`config.mk`:
```
export PLATFORM = sky130hd
export DESIGN_NAME = serial_subtractor
export DESIGN_NICKNAME = d
export VERILOG_FILES = /design/src/rtl/serial_sub_pkg.sv /design/src/rtl/sub_chunk.sv /design/src/rtl/serial_subtractor.sv
export SDC_FILE = /design/constraint.sdc
export NUM_CORES = 1
export LEC_CHECK = 0
export CORE_MARGIN = 1
export CORE_UTILIZATION = 52
export DETAILED_ROUTE_END_ITERATION = 10
export PLACE_DENSITY = 0.81
export SLEW_MARGIN = 5
export SYNTH_ARGS = -nofsm -noshare
export SYNTH_HDL_FRONTEND = slang
export SYNTH_SLANG_ARGS = --single-unit
```
`constraint.sdc`:
```
create_clock -name clk -period 2.3 [get_ports clk]
set_input_delay 0.575 -clock clk [delete_from_list [all_inputs] [get_ports clk]]
set_output_delay 0.575 -clock clk [all_outputs]
set_load 0.01 [all_outputs]
```
`src/rtl/serial_sub_pkg.sv`:
```
`default_nettype none
// ============================================================================
// Module      : serial_sub_pkg
// Description : Shared types and helpers for the chunked serial subtractor.
//               - state_t    : controller states (IDLE, BUSY, DONE)
//               - num_chunks : ceil(width / chunk), the number of BUSY cycles
// Revision    : 1.0 - initial release
// ============================================================================
package serial_sub_pkg;

    typedef enum logic [1:0] {
        IDLE = 2'd0,
        BUSY = 2'd1,
        DONE = 2'd2
    } state_t;

    function automatic int num_chunks(input int width, input int chunk);
        return (width + chunk - 1) / chunk;
    endfunction

endpackage
`default_nettype wire

```
`src/rtl/sub_chunk.sv`:
```
`default_nettype none
// ============================================================================
// Module      : sub_chunk
// Description : Combinational CHUNK-bit subtractor with borrow in/out.
//               o_diff = (i_a - i_b - i_bin) mod 2^CHUNK
//               o_bout = 1 when the true difference is negative
// Ports       : i_a, i_b [CHUNK-1:0]  operands
//               i_bin                 borrow-in
//               o_diff [CHUNK-1:0]    difference
//               o_bout                borrow-out
// Revision    : 1.0 - initial release
// ============================================================================
module sub_chunk #(
    parameter int CHUNK = 8
) (
    input  logic [CHUNK-1:0] i_a,
    input  logic [CHUNK-1:0] i_b,
    input  logic             i_bin,
    output logic [CHUNK-1:0] o_diff,
    output logic             o_bout
);

    // One extra bit of headroom: the extended result lies in
    // [-2^CHUNK, 2^CHUNK-1], so its top bit is exactly the borrow.
    logic [CHUNK:0] w_full;

    assign w_full = {1'b0, i_a} - {1'b0, i_b} - {{CHUNK{1'b0}}, i_bin};
    assign o_diff = w_full[CHUNK-1:0];
    assign o_bout = w_full[CHUNK];

endmodule
`default_nettype wire

```
`src/rtl/serial_subtractor.sv`:
```
`default_nettype none
// ============================================================================
// Module      : serial_subtractor
// Description : Multi-cycle unsigned subtractor. An accepted operand pair is
//               processed CHUNK bits per cycle over ceil(WIDTH/CHUNK) cycles;
//               the result is then held with valid/ready handshaking.
// Ports       : clk, rst_n          clock, asynchronous active-low reset
//               in_valid/in_ready   operand handshake (ready only in IDLE)
//               a, b [WIDTH-1:0]    minuend, subtrahend (unsigned)
//               bin                 borrow-in, used only when HAS_BIN=1
//               out_valid/out_ready result handshake
//               diff [WIDTH:0]      {borrow-out, (a - b - bin) mod 2^WIDTH}
// Revision    : 1.0 - initial release
// ============================================================================
module serial_subtractor
    import serial_sub_pkg::*;
#(
    parameter int WIDTH   = 32,
    parameter int HAS_BIN = 0,
    parameter int CHUNK   = 8
) (
    input  logic             clk,
    input  logic             rst_n,
    input  logic             in_valid,
    output logic             in_ready,
    input  logic [WIDTH-1:0] a,
    input  logic [WIDTH-1:0] b,
    input  logic             bin,
    output logic             out_valid,
    input  logic             out_ready,
    output logic [WIDTH:0]   diff
);

    localparam int c_num_chunks = num_chunks(WIDTH, CHUNK);
    localparam int c_pad_width  = c_num_chunks * CHUNK;
    localparam int c_idx_width  = (c_num_chunks > 1) ? $clog2(c_num_chunks) : 1;

    generate
        if (WIDTH < 1 || CHUNK < 1 || CHUNK > WIDTH || HAS_BIN < 0 || HAS_BIN > 1) begin : g_param_check
            $error("serial_subtractor: illegal parameters WIDTH=%0d CHUNK=%0d HAS_BIN=%0d",
                   WIDTH, CHUNK, HAS_BIN);
        end
    endgenerate

    state_t                   r_state;
    logic [c_pad_width-1:0]   r_a;
    logic [c_pad_width-1:0]   r_b;
    logic                     r_borrow;
    logic [c_idx_width-1:0]   r_idx;
    logic [WIDTH-1:0]         r_diff;
    logic                     r_bout;
    logic                     r_out_valid;

    logic [CHUNK-1:0]         w_chunk_diff;
    logic                     w_chunk_bout;
    logic                     w_bin_eff;
    logic                     w_last;
    logic [31:0]              w_shamt;
    logic [WIDTH-1:0]         w_ins;

    // Operands are zero-padded to a whole number of chunks and shifted right
    // each BUSY cycle, so the active chunk is always in the low bits.
    // For a short final chunk the zero padding makes the chunk's borrow-out
    // equal to the borrow at bit WIDTH: a negative result sign-fills the pad
    // bits and sets the borrow, a non-negative one leaves both at zero.
    sub_chunk #(
        .CHUNK (CHUNK)
    ) u_sub_chunk (
        .i_a    (r_a[CHUNK-1:0]),
        .i_b    (r_b[CHUNK-1:0]),
        .i_bin  (r_borrow),
        .o_diff (w_chunk_diff),
        .o_bout (w_chunk_bout)
    );

    assign w_bin_eff = (HAS_BIN != 0) & bin;
    assign w_last    = (r_idx == c_idx_width'(c_num_chunks - 1));
    assign w_shamt   = 32'(r_idx) * 32'(CHUNK);

    // Chunk result placed at its final bit position; bits shifted past WIDTH
    // (padding of a short last chunk) fall off. Uncomputed bits stay zero
    // because r_diff is cleared on accept and only ORed into.
    assign w_ins = WIDTH'(w_chunk_diff) << w_shamt;

    always_ff @(posedge clk or negedge rst_n) begin
        if (!rst_n) begin
            r_state     <= IDLE;
            r_a         <= '0;
            r_b         <= '0;
            r_borrow    <= 1'b0;
            r_idx       <= '0;
            r_diff      <= '0;
            r_bout      <= 1'b0;
            r_out_valid <= 1'b0;
        end else begin
            case (r_state)
                IDLE: begin
                    if (in_valid) begin
                        r_a      <= c_pad_width'(a);
                        r_b      <= c_pad_width'(b);
                        r_borrow <= w_bin_eff;
                        r_idx    <= '0;
                        r_diff   <= '0;
                        r_bout   <= 1'b0;
                        r_state  <= BUSY;
                    end
                end
                BUSY: begin
                    r_a      <= r_a >> CHUNK;
                    r_b      <= r_b >> CHUNK;
                    r_borrow <= w_chunk_bout;
                    r_diff   <= r_diff | w_ins;
                    r_idx    <= r_idx + c_idx_width'(1);
                    if (w_last) begin
                        r_idx       <= '0;
                        r_bout      <= w_chunk_bout;
                        r_out_valid <= 1'b1;
                        r_state     <= DONE;
                    end
                end
                DONE: begin
                    // Returning to IDLE here (not accepting directly) makes a
                    // new pair wait for one IDLE cycle after the handshake.
                    if (out_ready) begin
                        r_out_valid <= 1'b0;
                        r_state     <= IDLE;
                    end
                end
                default: begin
                    r_out_valid <= 1'b0;
                    r_state     <= IDLE;
                end
            endcase
        end
    end

    assign in_ready  = (r_state == IDLE);
    assign out_valid = r_out_valid;
    assign diff      = {r_bout, r_diff};

endmodule
`default_nettype wire
```
==> impl_metrics.json, run 1 <==
{
  "nFillCells": 749,
  "crit_chain": "fa_2 > inv_1 > ha_1 > o21ai_2 > nand2_1 > xnor2_1 > a22o_1",
  "grt_pass1_vias": 4162,
  "start_util_pct": 54.5,
  "firstDrtPassIters": 5,
  "finalSetupViolations": 0,
  "n_antenna_cell": 0,
  "dieArea_sq_mm": 0.0102,
  "dp_hpwl_mm": 8.67,
  "leakage_nw": 2.78,
  "status": "finished clean",
  "fmax_mhz": 453,
  "cts_buffers": 9,
  "hp-class": "in -> async",
  "die_w_microns": 101,
  "cpPeakStageDelay_ns": 0.59,
  "io_buffer_count": 102,
  "num_io_pins": 104,
  "r2r-end": "r_diff[27]",
  "synth.area.top_cells": "dfrtp_1 50%, a22o_1 7.7%, a22oi_1 5.9%",
  "synthAdderAreaFrac_pct": 4.46,
  "cts_tree": "done",
  "worst_slew_pin_slew_ns": 1.12,
  "ys.flop_type": "dfrtp_1",
  "hold_violations": 0,
  "crit_required_ns": 2.59,
  "fin_util_pct": 68.5,
  "syn_area_per_cell_sq_um": 10.4,
  "grt_pass1_wl_mm": 20.4,
  "crit_slowest_cell": "fa_2",
  "netlist_area_sq_mm": 0.00511,
  "ir_drop_v": 0.000668,
  "ant_nets": 0,
  "wl_mm": 12.2,
  "cp_max_fo": 4,
  "antenna_found_initial": 0,
  "grt_overflow": 0,
  "yosys.area_share.simple_pct": 11.5,
  "drt_iter0_drc": 227,
  "rr_worst_depth": 7,
  "num_rows": 35,
  "async_flop_share_pct": 100,
  "syn_to_final_growth_pct": 25.7,
  "pre_cts_slack_ns": -0.0647,
  "synth_edf_count": 0,
  "die_y_microns": 101,
  "finalSetupTns_ns": 0,
  "yosys.area.top_type": "dfrtp_1",
  "fin_area_sq_mm": 0.00642,
  "grt_use_total_pct": 25.5,
  "synth_nets": 575,
  "ff2ff_setup_slack_ns": 0.09,
  "synth_seq_cells": 103,
  "yosys_warnings": 0,
  "yosys.cell_types.count": 40,
  "final-seq-area_sq_mm": 0.00258,
  "ys_seq_area_share_pct": 50.5,
  "drt-vias-per-instance": 5.87,
  "vias": 4162,
  "cp_data_arrival_time_ns": 2.50,
  "setup_ws_ns": 0.0935,
  "clock-sinks": 103,
  "synth_mux_area_share_pct": 0.392,
  "nets": 661,
  "worstReg2RegStart": "r_a[0]",
  "netlist.area_leader.share_pct": 50.5,
  "maxSlewHeadroom_pct": 25.4,
  "dp_cells": 693,
  "clk_latency_ns": 0.35,
  "synth_compound_area_share_pct": 25.9,
  "whs_ns": 0.138,
  "post_cts_buffers": 0,
  "drc": 0,
  "power_density_mw_per_mm2": 1440,
  "maxCapViolCount": 0,
  "multi_input_area_sq_mm": 0.00226,
  "h-tree-depth": 3,
  "drive_gt1_share_pct": 8.45,
  "grt_max_degree": 42,
  "fin_crit_ns": 2.21,
  "place_congestion": 0.842,
  "final_cells": 709,
  "synthCells": 489,
  "root_buffer": "clkbuf_8",
  "critPathCaptureType": "flip-flop",
  "slew_violations": 0,
  "fin_worst_skew_ns": 0.00886,
  "start_kind": "flip-flop",
  "power_mw": 9.22,
  "crit_type": "reg -> reg",
  "avgRoutedWirePerCell_microns": 17.2,
  "post_dp_cell_area_sq_mm": 0.00617,
  "synth_most_common_cell": "dfrtp_1",
  "synth_xor_area_share_pct": 1.20,
  "synth_top_family_by_area": "compound AO/OA/AOI/OAI gates",
  "clockBufferDepth": 2,
  "cts.reportedPaths.clkPinSlew_ns": 0.10,
  "period_share_pct": 95.9,
  "ys_top_cells_by_count": "103 x dfrtp_1, 50 x a21oi_1, 46 x o21ai_0",
  "core_sq_mm": 0.00937
}
## placed cells by master, fill, tap and decap left out, drive strengths merged, types with 3 or more instances in the layout
cell	instances
dfrtp	103
clkdlybuf4s50	100
o21ai	58
a21oi	50
a22o	45
nor2b	44
a22oi	40
inv	24
nand2	22
ha	15
buf	14
clkbuf	12
and3b	8
nor2	7
xor2	4
o211ai	3
xnor2	3
nand3	3
nand2b	3
## where the power goes
part           leakage, nW  switching [mW]  internal, mW
clock network       0.0988           0.620         0.566
logic                 1.35            2.61          2.25
registers             1.33           0.607          2.56
total                 2.78            3.84          5.38
## area by class of cell
type | instances | area share (%)
sequential | 103 | 40.2
timing repair buffer | 114 | 17.4
multi-input combinational | 323 | 35.3
clock buffer | 12 | 2.42
clock inverter | 4 | 0.838
tap | 129 | 2.51
inverter | 24 | 1.40
## what timing repair did
action,4_1_cts,5_1_grt
pin swaps,1,1
gates cloned,0,0
gates resized for setup,4,6
hold buffers,0,0
endpoints found under the setup margin,15,11
## cells by family (layout without fill, tap and decap cells)
group,after synthesis,in the layout
AOI/OAI and AO/OA,203,203
DFF,103,103
and+or+nand+nor,94,94
buffers and inverters,63,154
adders and majority gates,17,17
xor gates and xnor gates,7,7
muxes,2,2
## sequential cells by signal (all words and copies together), names as in the netlist
name,count
r_borrow,1
r_bout,1
out_valid,1
r_b,32
r_idx,2
r_a,32
r_diff,32
r_state,2
## worst max path at each step
stage                     startpoint         end  slack, ns  depth (start not counted)
after floorplan               r_a[0]   r_diff[6]       0.23                          6
after global placement        r_a[0]  r_diff[30]      0.003                          6
after detailed placement      r_a[0]   r_diff[6]      -0.06                          6
after CTS                     r_a[0]  r_diff[15]       0.06                          7
after global routing          r_a[0]  r_diff[15]      -0.02                          8
final                         r_a[0]  r_diff[27]       0.09                          7
## per-layer routing
metal  share of wire, %  GRT usage (%)
met3                5.3           3.12
met5                  0              0
met2                 49           41.1
met4                1.5           7.02
met1                 45           36.5
## critical path, delay by kind of cell (launching register included)
kind	cells	cell delay, ns
flops	1	0.44
compound gates	2	0.43
simple gates	1	0.10
buf+inv	1	0.04
fa+ha+maj	2	0.78
xor+xnor	1	0.37
Power figures use the tool's default switching activity.
==> inputs of run 2 (changes only) <==
Settings changed: SETUP_SLACK_MARGIN set to 0.4.
==> run 2 against run 1 <==
Largest power group unchanged. Global-route usage up 1.5 points. Hold slack worse by 0.0057 ns. Highest routed layer unchanged. Sequential cell count unchanged. Via count up 2.7%. Clock power up 8%. First-iteration DRC count up 19%. Register-to-register slack about the same.
==> impl_metrics.json, run 2 (synthesized netlist as in run 1, its figures left out) <==
{
  "rr_worst_depth": 9,
  "slew_violations": 0,
  "nets": 678,
  "vias": 4275,
  "cts_tree": "done",
  "power_density_mw_per_mm2": 1540,
  "ant_nets": 0,
  "dp_hpwl_mm": 8.46,
  "grt_max_degree": 54,
  "cp_max_fo": 4,
  "num_io_pins": 104,
  "place_congestion": 0.778,
  "crit_required_ns": 2.56,
  "leakage_nw": 3.14,
  "finalSetupTns_ns": 0,
  "clockBufferDepth": 2,
  "hp-class": "in -> async",
  "pre_cts_slack_ns": 0.187,
  "worst_slew_pin_slew_ns": 0.630,
  "io_buffer_count": 102,
  "cp_data_arrival_time_ns": 2.46,
  "crit_slowest_cell": "dfrtp_1",
  "reg_top3": "r_a: 32 flops, r_b: 32 flops, r_diff: 32 flops",
  "firstDrtPassIters": 6,
  "grt_overflow": 0,
  "die_w_microns": 101,
  "final_common_cell": "dfrtp_1",
  "die_y_microns": 101,
  "cts_buffers": 9,
  "h-tree-depth": 3,
  "worstReg2RegStart": "r_b[3]",
  "syn_to_final_growth_pct": 33.4,
  "maxSlewHeadroom_pct": 57.9,
  "start_util_pct": 54.5,
  "grt_pass1_vias": 4242,
  "finalSetupViolations": 0,
  "ir_drop_v": 0.000864,
  "root_buffer": "clkbuf_8",
  "fin_area_sq_mm": 0.00682,
  "ff2ff_setup_slack_ns": 0.1,
  "avgRoutedWirePerCell_microns": 18.4,
  "drc": 0,
  "cts.reportedPaths.clkPinSlew_ns": 0.10,
  "nFillCells": 640,
  "num_rows": 35,
  "grt_use_total_pct": 27.0,
  "clk_latency_ns": 0.37,
  "maxCapViolCount": 0,
  "start_kind": "flip-flop",
  "wl_mm": 13.3,
  "crit_type": "reg -> reg",
  "status": "finished clean",
  "power_mw": 10.5,
  "fmax_mhz": 454,
  "period_share_pct": 95.9,
  "fin_crit_ns": 2.20,
  "drt_iter0_drc": 270,
  "antenna_found_initial": 0,
  "layout_common_cells": "101 x dfrtp_1, 81 x clkdlybuf4s50_1, 48 x a21oi_1",
  "final_cells": 726,
  "hold_violations": 0,
  "cp-startpoint": "r_b[3]",
  "fin_worst_skew_ns": 0.0132,
  "core_sq_mm": 0.00937,
  "drive_gt1_share_pct": 14.4,
  "crit_end": "r_diff[29]",
  "r2r-end": "r_diff[29]",
  "rsz0062_at_grt": "yes",
  "whs_ns": 0.132,
  "drt-vias-per-instance": 5.89,
  "crit_chain": "ha_1 > inv_2 > ha_4 > or3_4 > o21ai_1 > a31oi_1 > xor2_1 > buf_4 > a22o_1",
  "n_antenna_cell": 0,
  "dieArea_sq_mm": 0.0102,
  "critPathCaptureType": "flip-flop",
  "post_dp_cell_area_sq_mm": 0.00620,
  "setup_ws_ns": 0.0954,
  "dp_cells": 693,
  "fin_util_pct": 72.7,
  "cpPeakStageDelay_ns": 0.43,
  "clock-sinks": 103,
  "grt_pass1_wl_mm": 21.2
}
-- run 2: repair_timing --
item                                    CTS  global route
endpoints found under the setup margin   51            72
pin swaps                                11             6
hold buffers                              0             0
setup buffers                             7            10
endpoints found under the hold margin     0             0
resized for setup                        24            33
-- run 2: area by class of cell --
| class | count | area (sq um) | area share, % |
|---|---|---|---|
| clock buffers | 10 | 138 | 2.02 |
| repair buffers | 131 | 1320 | 19.4 |
| multi-input cells | 323 | 2440 | 35.8 |
| inverters | 24 | 90.1 | 1.32 |
| flip-flops and latches | 103 | 2580 | 37.9 |
| well taps | 129 | 161 | 2.37 |
| clock inverters | 6 | 90.1 | 1.32 |
-- run 2: how the worst min path moves through the flow --
stage                     slack (ns)  cells past startpoint    from    endpoint
final                           0.13                      1   rst_n  r_diff[24]
after global routing            0.15                      1   rst_n  r_diff[24]
after CTS                       0.15                      1   rst_n  r_diff[12]
after detailed placement        0.48                      2  r_b[0]      r_b[0]
after global placement          0.47                      2  r_b[0]      r_b[0]
after floorplan                 0.28                      0   rst_n   out_valid
-- run 2: power breakdown --
group,internal [mW],leakage [nW],switching (mW)
registers,2.56,1.33,0.582
clock network,0.649,0.113,0.644
logic,2.95,1.70,3.14
-- run 2: layer usage --
metal	share of wire (%)	GRT usage, %
met3	5.5	4.44
met1	42	36.8
met2	50	43.7
met5	0	0
met4	2.6	9.92
-- run 2: worst max-delay path, delay by kind of cell (launching register included) --
| kind | cells | cell delay (ns) |
|---|---|---|
| adders and majority gates | 2 | 0.58 |
| DFF | 1 | 0.43 |
| and+or+nand+nor | 1 | 0.35 |
| buffers and inverters | 2 | 0.22 |
| xor gates and xnor gates | 1 | 0.15 |
| AOI/OAI and AO/OA | 3 | 0.35 |
==> inputs of run 3 (changes only) <==
Settings changed: CTS_BUF_LIST set to sky130_fd_sc_hd__clkbuf_4 sky130_fd_sc_hd__clkbuf_8.
==> results of run 3 <==
The final DEF is identical to that of run 2; final timing and power are the same.
